### src/rtl/axi_lite_cmd_arbiter.sv
// Round-robin arbiter that shares one AXI-Lite master command port among
// NUM_REQ requesters. Only one transaction is in flight at a time. Each
// completion (response and read data) is routed back to the requester that
// issued it, as a one-cycle pulse.
module axi_lite_cmd_arbiter #(
  parameter int NUM_REQ = 2,
  parameter int IDX_W   = $clog2(NUM_REQ)
) (
  input  logic                   aclk,
  input  logic                   aresetn,
  input  logic [NUM_REQ-1:0]     rq_valid,
  input  logic [NUM_REQ-1:0]     rq_write,
  input  logic [32*NUM_REQ-1:0]  rq_addr,
  input  logic [32*NUM_REQ-1:0]  rq_wdata,
  input  logic [4*NUM_REQ-1:0]   rq_strb,
  output logic [NUM_REQ-1:0]     rq_done,
  output logic [31:0]            rq_rdata,
  output logic [1:0]             rq_resp,
  output logic                   busy,
  output logic [IDX_W-1:0]       grant_idx,
  output logic                   wr_req,
  output logic                   rd_req,
  output logic [31:0]            wr_addr,
  output logic [31:0]            wr_data,
  output logic [3:0]             wr_strb,
  output logic [31:0]            rd_addr,
  input  logic                   wr_done,
  input  logic                   rd_done,
  input  logic [1:0]             wr_resp,
  input  logic [1:0]             rd_resp,
  input  logic [31:0]            rd_data
);

  typedef enum logic [1:0] {IDLE, ISSUE, WAIT, RESP} state_t;

  localparam logic [IDX_W-1:0]   LAST_IDX = IDX_W'(NUM_REQ - 1);
  localparam logic [NUM_REQ-1:0] DONE_LSB = NUM_REQ'(1);

  state_t            state, state_nxt;
  logic [IDX_W-1:0]  rr_ptr;
  logic [IDX_W-1:0]  pick_idx;
  logic              pick_found;
  logic              lat_write;
  logic              sel_write;
  logic [31:0]       sel_addr;
  logic [31:0]       sel_wdata;
  logic [3:0]        sel_strb;
  logic              done_hit;

  // Only the completion matching the issued direction ends the wait.
  assign done_hit = lat_write ? wr_done : rd_done;

  // Round-robin pick: first valid requester at or above rr_ptr, wrapping,
  // plus a mux of that requester's command fields.
  always_comb begin
    int cand;
    cand       = 0;
    pick_found = 1'b0;
    pick_idx   = '0;
    sel_write  = 1'b0;
    sel_addr   = '0;
    sel_wdata  = '0;
    sel_strb   = '0;
    for (int k = 0; k < NUM_REQ; k++) begin
      cand = int'(rr_ptr) + k;
      if (cand >= NUM_REQ) cand = cand - NUM_REQ;
      if (!pick_found && rq_valid[IDX_W'(cand)]) begin
        pick_found = 1'b1;
        pick_idx   = IDX_W'(cand);
      end
    end
    for (int i = 0; i < NUM_REQ; i++) begin
      if (pick_idx == IDX_W'(i)) begin
        sel_write = rq_write[i];
        sel_addr  = rq_addr[32*i +: 32];
        sel_wdata = rq_wdata[32*i +: 32];
        sel_strb  = rq_strb[4*i +: 4];
      end
    end
  end

  // Next-state logic; ISSUE and RESP each last exactly one cycle.
  always_comb begin
    state_nxt = state;
    unique case (state)
      IDLE:    if (pick_found) state_nxt = ISSUE;
      ISSUE:   state_nxt = WAIT;
      WAIT:    if (done_hit) state_nxt = RESP;
      RESP:    state_nxt = IDLE;
      default: state_nxt = IDLE;
    endcase
  end

  // State register.
  always_ff @(posedge aclk or negedge aresetn) begin
    if (!aresetn) state <= IDLE;
    else          state <= state_nxt;
  end

  // Registered outputs: command latch at grant, completion latch in WAIT,
  // return pulse in RESP. busy tracks the state being entered.
  always_ff @(posedge aclk or negedge aresetn) begin
    if (!aresetn) begin
      rr_ptr    <= '0;
      grant_idx <= '0;
      lat_write <= 1'b0;
      wr_req    <= 1'b0;
      rd_req    <= 1'b0;
      wr_addr   <= '0;
      wr_data   <= '0;
      wr_strb   <= 4'h0;
      rd_addr   <= '0;
      rq_done   <= '0;
      rq_rdata  <= '0;
      rq_resp   <= '0;
      busy      <= 1'b0;
    end else begin
      wr_req  <= 1'b0;
      rd_req  <= 1'b0;
      rq_done <= '0;
      busy    <= (state_nxt != IDLE);
      unique case (state)
        IDLE: begin
          if (pick_found) begin
            grant_idx <= pick_idx;
            lat_write <= sel_write;
            if (sel_write) begin
              wr_addr <= sel_addr;
              wr_data <= sel_wdata;
              wr_strb <= sel_strb;
              wr_req  <= 1'b1;
            end else begin
              rd_addr <= sel_addr;
              rd_req  <= 1'b1;
            end
          end
        end
        WAIT: begin
          if (done_hit) begin
            rq_done  <= DONE_LSB << grant_idx;
            rq_resp  <= lat_write ? wr_resp : rd_resp;
            rq_rdata <= lat_write ? 32'h0 : rd_data;
          end
        end
        RESP: begin
          rr_ptr   <= (grant_idx == LAST_IDX) ? '0 : grant_idx + IDX_W'(1);
          rq_rdata <= '0;
          rq_resp  <= '0;
        end
        default: ;
      endcase
    end
  end

endmodule

### config.mk
export PLATFORM = sky130hd
export DESIGN_NAME = axi_lite_cmd_arbiter
export DESIGN_NICKNAME = d
export VERILOG_FILES = /design/src/rtl/axi_lite_cmd_arbiter.sv
export SDC_FILE = /design/constraint.sdc
export NUM_CORES = 1
export LEC_CHECK = 0
export ABC_AREA = 1
export CAP_MARGIN = 20
export CORE_ASPECT_RATIO = 0.7
export CORE_UTILIZATION = 25
export CTS_CLUSTER_SIZE = 10
export DETAILED_ROUTE_END_ITERATION = 16
export PLACE_DENSITY = 0.65
export SLEW_MARGIN = 20
export SYNTH_ARGS = -nofsm -noshare
export SYNTH_HDL_FRONTEND = slang
export SYNTH_SLANG_ARGS = --single-unit
### constraint.sdc
create_clock -name aclk -period 3.24 [get_ports aclk]
set_clock_uncertainty 0.2 [all_clocks]
set_input_delay 0.648 -clock aclk [delete_from_list [all_inputs] [get_ports aclk]]
set_output_delay 0.648 -clock aclk [all_outputs]
set_load 0.05 [all_outputs]
# [Word-level counts from Yosys, hierarchy flattened]
# Index checks and enable logic that the tools add are counted.
[totals] register_bits=144 inputBits=180 output_inout_bits=140
[classes] n_reduce_logical=9 n_addsub=4 mux=33 n_shift=1 n_eq_ne=4 order_cmp=4 n_bitwise=1
[op_table] cell="32-bit two-way mux" count=4
[op_table] cell="32-bit case mux with 2 select lines" count=1
[op_table] cell="1-bit two-way mux" count=19
[op_table] cell="2-bit two-way mux" count=6
[op_table] cell="2-bit case mux with 4 select lines" count=1
[op_table] cell="1-bit by 3-bit less-than comparator with 1-bit output (second input constant)" count=2
[op_table] cell="3-bit AND reduction" count=2
[op_table] cell="2-bit equality test (second input constant)" count=2
[op_table] cell="4-bit two-way mux" count=1
[op_table] cell="2-bit case mux with 2 select lines" count=1
[op_table] cell="2-bit AND reduction" count=2
[op_table] cell="2-bit nonzero test" count=2
[op_table] cell="1-bit by 1-bit adder with 2-bit output (second input constant)" count=1
[op_table] cell="2-bit by 1-bit equality test with 1-bit output (second input constant)" count=1
[op_table] cell="1-bit by 2-bit greater-or-equal comparator with 1-bit output (second input constant)" count=1
[op_table] cell="2-bit greater-or-equal comparator (second input constant)" count=1
[op_table] cell="2-bit zero test" count=1
[op_table] cell="2-bit != test (second input constant)" count=1
[op_table] cell="1-bit by 1-bit left shift with 2-bit output (first input constant)" count=1
[op_table] cell="1-bit subtractor (second input constant)" count=2
[op_table] cell="1-bit adder (second input constant)" count=1
[op_table] cell="1-bit logical AND" count=1
[op_table] cell="1-bit zero test" count=1
[op_table] cell="1-bit inverter" count=1

# [Longest topological paths before layout]
# Gate-level depths: netlist (run 1).
[logic_depth] ltp_word=13 mapped_depth=9

# [Least setup slack after synthesis (run 1)]
# No wires, ideal clock.
[synth_path] path_kind="input to register" start="in rq_valid[0]" end="reg wr_addr[3]" t_arrival_ns=1.408 slack_ns=1.513 path_buffers=3 cell_stages=8 path_cell_list="buf_4 > nand2_4 > nand2_2 > nand2_4 > buf_6 > buf_4 > nand3_1 > nand2_1"
[synth_between] elab_chain_cells=8 word_cells_on_any_way=13
[synth_rtl] item="from (decl)" line="11" text="input logic [NUM_REQ-1:0] rq_valid,"
[synth_rtl] item="1-bit two-way mux (not written as such) (2 in a row)" line="67" text="if (!pick_found && rq_valid[IDX_W'(cand)]) begin"
[synth_rtl] item="1-bit two-way mux" line="67"
[synth_rtl] item="1-bit zero test" line="67"
[synth_rtl] item="1-bit logical AND" line="67"
[synth_rtl] item="1-bit two-way mux" line="67"
[synth_rtl] item="1-bit two-way mux" line="73" text="if (pick_idx == IDX_W'(i)) begin"
[synth_rtl] item="3-bit AND reduction (no line)"
[synth_rtl] item="to (signal assigned)" line="128" text="wr_addr <= sel_addr;"
[synth_rtl] item="to (decl)" line="23" text="output logic [31:0] wr_addr,"
# Parallel ways exist; a longest one is shown, timed or not. The select of a mux whose other input is x is not followed.
# A chain may end at the register's enable or synchronous reset.

# [Worst setup path after layout (run 1)]
[layout_path] start="reg grant_idx" end="out grant_idx"
[layout_lines] item="from (decl)" line="20" text="output logic [IDX_W-1:0] grant_idx,"
[layout_lines] item="from (signal assigned)" line="125" text="grant_idx <= pick_idx;"
# No word-level cell between the ends.

==> reports/qor.csv, run 1 <==
metric,value,unit
crit_path_start_kind,register,
dr_total_vias,7105,
synth-edff-count,0,
slowest_stage,clkdlybuf4s50_1,
gp_congestion,0.797,
first_pass_iters,4,
stdcell_count,1592,
clk_pin_slew_worst_paths,0.06,ns
fin_area,11100,sq um
synth.cells.most_frequent,"415 x nand2_1, 171 x nand3_1, 144 x dfrtp_1",
cts_sinks,144,
arrival,1.73,ns
path_buf_inv,1,
ys_ff_latch,144,
reg2reg_to,wr_data[17],
fin_crit_sh,79.6,%
portBuffers,318,
fillers,2751,
setup_viol,0,
hold_path_depth,2,
die-area,28800,sq um
clock.fmax,0.388,GHz
grt_use_total,17.5,%
power,11300,uW
place_inst,1558,
finalSetupTns,0,ns
final-max-slew-violation-count,0,
grt_max_degree,57,
antenna_left,0,
critPathCaptureType,primary output,
required,2.39,ns
antenna_found_initial,2,
max_slew_margin,54.0,%
synth.most_common_cell,nand2_1,
cap_violations,0,
crit_path_cell_trace,clkdlybuf4s50_1,
cts_tree,yes,
finalHoldViolations,0,
drt-total-wl,24.9,mm
numCtsBuffers,17,
io_pins,320,
yosys.area.top_type_share,51.2,%
coreArea,27200,sq um
net-switching-power,5660,uW
drive_above_1_share,5.38,%
htreeDepth,4,
rr_worst_depth,7,
cts.path.max_buffers,2,
syn_avg_cell_area,7.59,sq um
r2r_setup_slack,0.82,ns
p_comb_share,55.8,%
cts_setup_buffers,0,
cp_top_family,buffers and inverters,
ys_types,22,
dp_hpwl,17.6,mm
chipWidth,203,um
r2r_start,rr_ptr,
initial_core_util,25.9,%
peakVddDrop,0.538,mV
placed_cell_area,10500,sq um
root_buffer,clkbuf_16,
place_ws,0.500,ns
grt_pass1_wl,39.1,mm
p_int,5670,uW
worstHoldPathType,reg2reg,
rows,50,
yosys_most_used_dff,dfrtp_1,
synth_cells,927,
power_leakage,0.00554,uW
grt_pass1_vias,7022,
grt_setup_unrepaired,no,
yosys_warnings,0,
wl_per_cell,15.6,um
slowest_delay,0.84,ns
async_flop_share,100,%
synth_nets,1110,
insertion_delay,0.42,ns
status,"finished, final reports clean",
power_frac_clock,18.1,%
yosysSeqAreaShare,51.2,%
min_to,wr_addr[0],
grt_overflow,0,
viasPerCell,4.46,
drtIter0Drc,410,
drcViolationCount,0,
netlist_top_cells_area,"dfrtp_1 51%, nand2_1 22%, nand3_1 12%",
min-delay-start,wr_addr[0],
swShare,49.9,%
crit_fanout,5,
setup_ws,0.661,ns
worst_slew_pin_slew,0.688,ns
seq_power_share,26.1,%
p_per_area,1020,nW/um^2
crit_type,reg2out,
synthToLayoutAreaGrowth,57.8,%
fin_crit,2.58,ns
synth_top_area_cell,dfrtp_1,
die_y,142,um
synth_area,7040,sq um
finalNetCount,1397,
==> final cells by class <==
type                       instances  area (sq um)  share of cell area (%)
sequential                       144          3600                    32.5
timing repair buffer             338          3370                    30.4
multi-input combinational        671          2900                    26.1
tap                              364           455                    4.10
clock buffer                      17           425                    3.83
clock inverter                    15           184                    1.66
inverter                          42           160                    1.44
antenna                            1          2.50                  0.0225
==> per-layer routing <==
layer	track usage, %	share of wire, %	up-vias
met1	22.5	45	3333
met2	27.9	46	227
li1	-	-	3522
met3	5.88	8.2	23
met4	4.67	1.3	0
met5	0	0	-
==> flip-flops by register name (all words and copies together), names as in the netlist, 2 cells and up <==
name      cells
wr_data      32
state         2
rq_done       2
wr_strb       4
rq_rdata     32
rq_resp       2
wr_addr      32
rd_addr      32
==> power by group through the flow <==
stage	sequential [uW]	clock, uW	combinational, uW
6_report	2950	2050	6320
5_1_grt	3050	2210	6760
4_1_cts	2960	2130	6400
3_5_place_dp	2980	0	6380
3_3_place_gp	2960	0	6330
2_1_floorplan	5260	0	1810
==> placed cells by master (no fill, tap or decap), types with 2 or more instances in the layout <==
master,count
clkdlybuf4s50_1,316
buf_12,2
buf_4,15
nand2_1,415
ha_1,3
clkinv_2,2
clkbuf_16,17
nand4_1,34
clkinvlp_4,3
inv_1,38
nor2_1,34
nand3_1,171
inv_6,4
nand2_4,2
bufinv_16,3
o21ai_0,3
buf_8,2
inv_2,2
nand2_2,5
dfrtp_1,143
clkinv_4,3
==> through the flow <==
step | utilization (%) | hold WS (ns)
detailed placement | 38.5 | 0.257
global route | 40.8 | 0.284
global placement | 38.4 | 0.253
finish | 40.8 | 0.269
CTS | 40.8 | 0.273
floorplan | - | 0.152
==> logic make-up (layout without fill, tap and decap cells) <==
| logic type | after synthesis | in the layout | share of synthesized area [%] |
|---|---|---|---|
| DFF | 144 | 144 | 51.2 |
| adders and majority gates | 3 | 3 | 0.534 |
| buffers and inverters | 112 | 412 | 7.56 |
| and+or+nand+nor | 664 | 664 | 40.4 |
| AOI/OAI and AO/OA | 4 | 4 | 0.284 |
| other | 0 | 1 | 0 |
==> worst max path at each step <==
stage	start	endpoint	slack, ns	cells after the start
after floorplan	rq_valid[0]	wr_addr[3]	1.51	8
after global placement	rq_valid[0]	wr_data[24]	0.57	8
after detailed placement	rq_valid[0]	wr_data[17]	0.50	8
after CTS	grant_idx	grant_idx	0.62	1
after global routing	rr_ptr	wr_addr[3]	0.51	7
final	grant_idx	grant_idx	0.66	1
==> repair_timing <==
action                                 4_1_cts  5_1_grt
resized for setup                            0        0
endpoints found under the hold margin       48        0
setup endpoints to repair                    0        0
hold buffers                                 1        0
(Power assumes the default switching activity.)
==> inputs of run 2 (changes only) <==
Clock period 3.24 ns to 2.5 ns, I/O delays scaled along.
==> run 2 against run 1 <==
Via count up 1.8%. Clock power up 24%. Sequential power up 28%. Count of clock-buffer cells in the layout up 4.
==> reports/qor.csv, run 2 (synthesis results as in run 1) <==
metric,value,unit
cts_tree,yes,
viasPerCell,4.54,
cp_top_family,buffers and inverters,
numCtsBuffers,17,
p_int,7360,uW
slowest_delay,0.84,ns
worst_slew_pin_slew,0.723,ns
power_frac_clock,17.4,%
fin_area,11100,sq um
worstHoldPathType,reg2reg,
antenna_left,0,
critPathCaptureType,primary output,
crit_type,reg2out,
min-delay-start,wr_data[16],
coreArea,27200,sq um
peakVddDrop,0.897,mV
max_slew_margin,51.6,%
holdBufCountCts,1,
status,"finished, final reports clean",
grt_use_total,17.3,%
synthToLayoutAreaGrowth,58.1,%
cts_sinks,144,
path_buf_inv,1,
min_to,wr_data[16],
net-switching-power,7280,uW
crit_path_start_kind,register,
insertion_delay,0.42,ns
drive_above_1_share,5.70,%
cts_setup_buffers,0,
dr_total_vias,7236,
mostFrequentLayoutCells,"415 x nand2_1, 313 x clkdlybuf4s50_1, 171 x nand3_1",
portBuffers,318,
grt_overflow,0,
fin_crit,2.41,ns
setup_viol,0,
root_buffer,clkbuf_16,
slowest_stage,clkdlybuf4s50_1,
power_leakage,0.00556,uW
first_pass_iters,5,
finalHoldViolations,0,
antenna_found_initial,2,
arrival,1.71,ns
cts_resized,0,
clock.fmax,0.415,GHz
drtIter0Drc,332,
drcViolationCount,0,
cap_violations,0,
placed_cell_area,10500,sq um
cts.path.max_buffers,2,
p_comb_share,56.8,%
grt_pass1_wl,38.3,mm
initial_core_util,25.9,%
finalNetCount,1400,
p_per_area,1320,nW/um^2
final-max-slew-violation-count,0,
setup_ws,0.0887,ns
required,1.80,ns
crit_path_cell_trace,clkdlybuf4s50_1,
drt-total-wl,25.2,mm
critPathLaunch,grant_idx,
grt_pass1_vias,6769,
finalSetupTns,0,ns
wl_per_cell,15.8,um
r2r_start,state[0],
hold_path_depth,2,
htreeDepth,4,
chipWidth,203,um
seq_power_share,25.8,%
swShare,49.7,%
crit_fanout,5,
fillers,2797,
grt_max_degree,59,
rr_worst_depth,8,
rows,50,
die_y,142,um
reg2reg_to,rd_addr[25],
io_pins,320,
fin_crit_sh,96.5,%
dp_hpwl,17.7,mm
r2r_setup_slack,0.57,ns
place_ws,0.164,ns
gp_congestion,0.807,
final_common_cell,nand2_1,
grt_setup_unrepaired,no,
die-area,28800,sq um
clk_pin_slew_worst_paths,0.06,ns
-- run 2: final cells by class --
type | instances | area (sq um) | share of cell area (%)
antenna | 2 | 5.00 | 0.0450
clock buffer | 21 | 470 | 4.23
clock inverter | 10 | 111 | 1.00
inverter | 42 | 160 | 1.44
multi-input combinational | 671 | 2900 | 26.1
sequential | 144 | 3600 | 32.4
tap | 364 | 455 | 4.09
timing repair buffer | 341 | 3420 | 30.7
-- run 2: per-layer routing --
metal	track usage (%)	vias to the layer above	part of all wire, %
met4	4.35	0	0.93
met3	5.63	13	7.5
met2	27.8	257	46
met5	0	-	0
met1	22.3	3429	46
li1	-	3537	-
-- run 2: worst max path at each step --
stage / end / slack, ns / cells after the start
finish: grant_idx / 0.09 / 1
detailed placement: wr_data[4] / 0.16 / 8
global route: grant_idx / 0.008 / 1
floorplan: wr_addr[3] / 0.92 / 8
CTS: grant_idx / 0.04 / 1
global placement: wr_data[24] / 0.21 / 8
-- run 2: metrics by stage --
stage          power [uW]  std cells  hold slack [ns]  util, %
6_report            14600       1595            0.267     40.9
5_1_grt             15500       1593            0.285     40.9
4_1_cts             14800       1592            0.272     40.8
3_5_place_dp        12100       1560            0.258     38.6
3_3_place_gp        12100       1560            0.254     38.6
2_1_floorplan        9150        927          0.00441        -
-- run 2: power groups by stage --
stage / clock, uW / sequential [uW] / combinational (uW)
floorplan: 0 / 6810 / 2340
global placement: 0 / 3780 / 8300
detailed placement: 0 / 3800 / 8350
CTS: 2630 / 3780 / 8360
global route: 2730 / 3900 / 8850
finish: 2550 / 3770 / 8310
-- run 2: tightest hold or removal path, stage by stage, from the launching register on --
cell and delay [ns]:
dfrtp_1 0.34, nand2_1 0.05, nand2_1 0.05
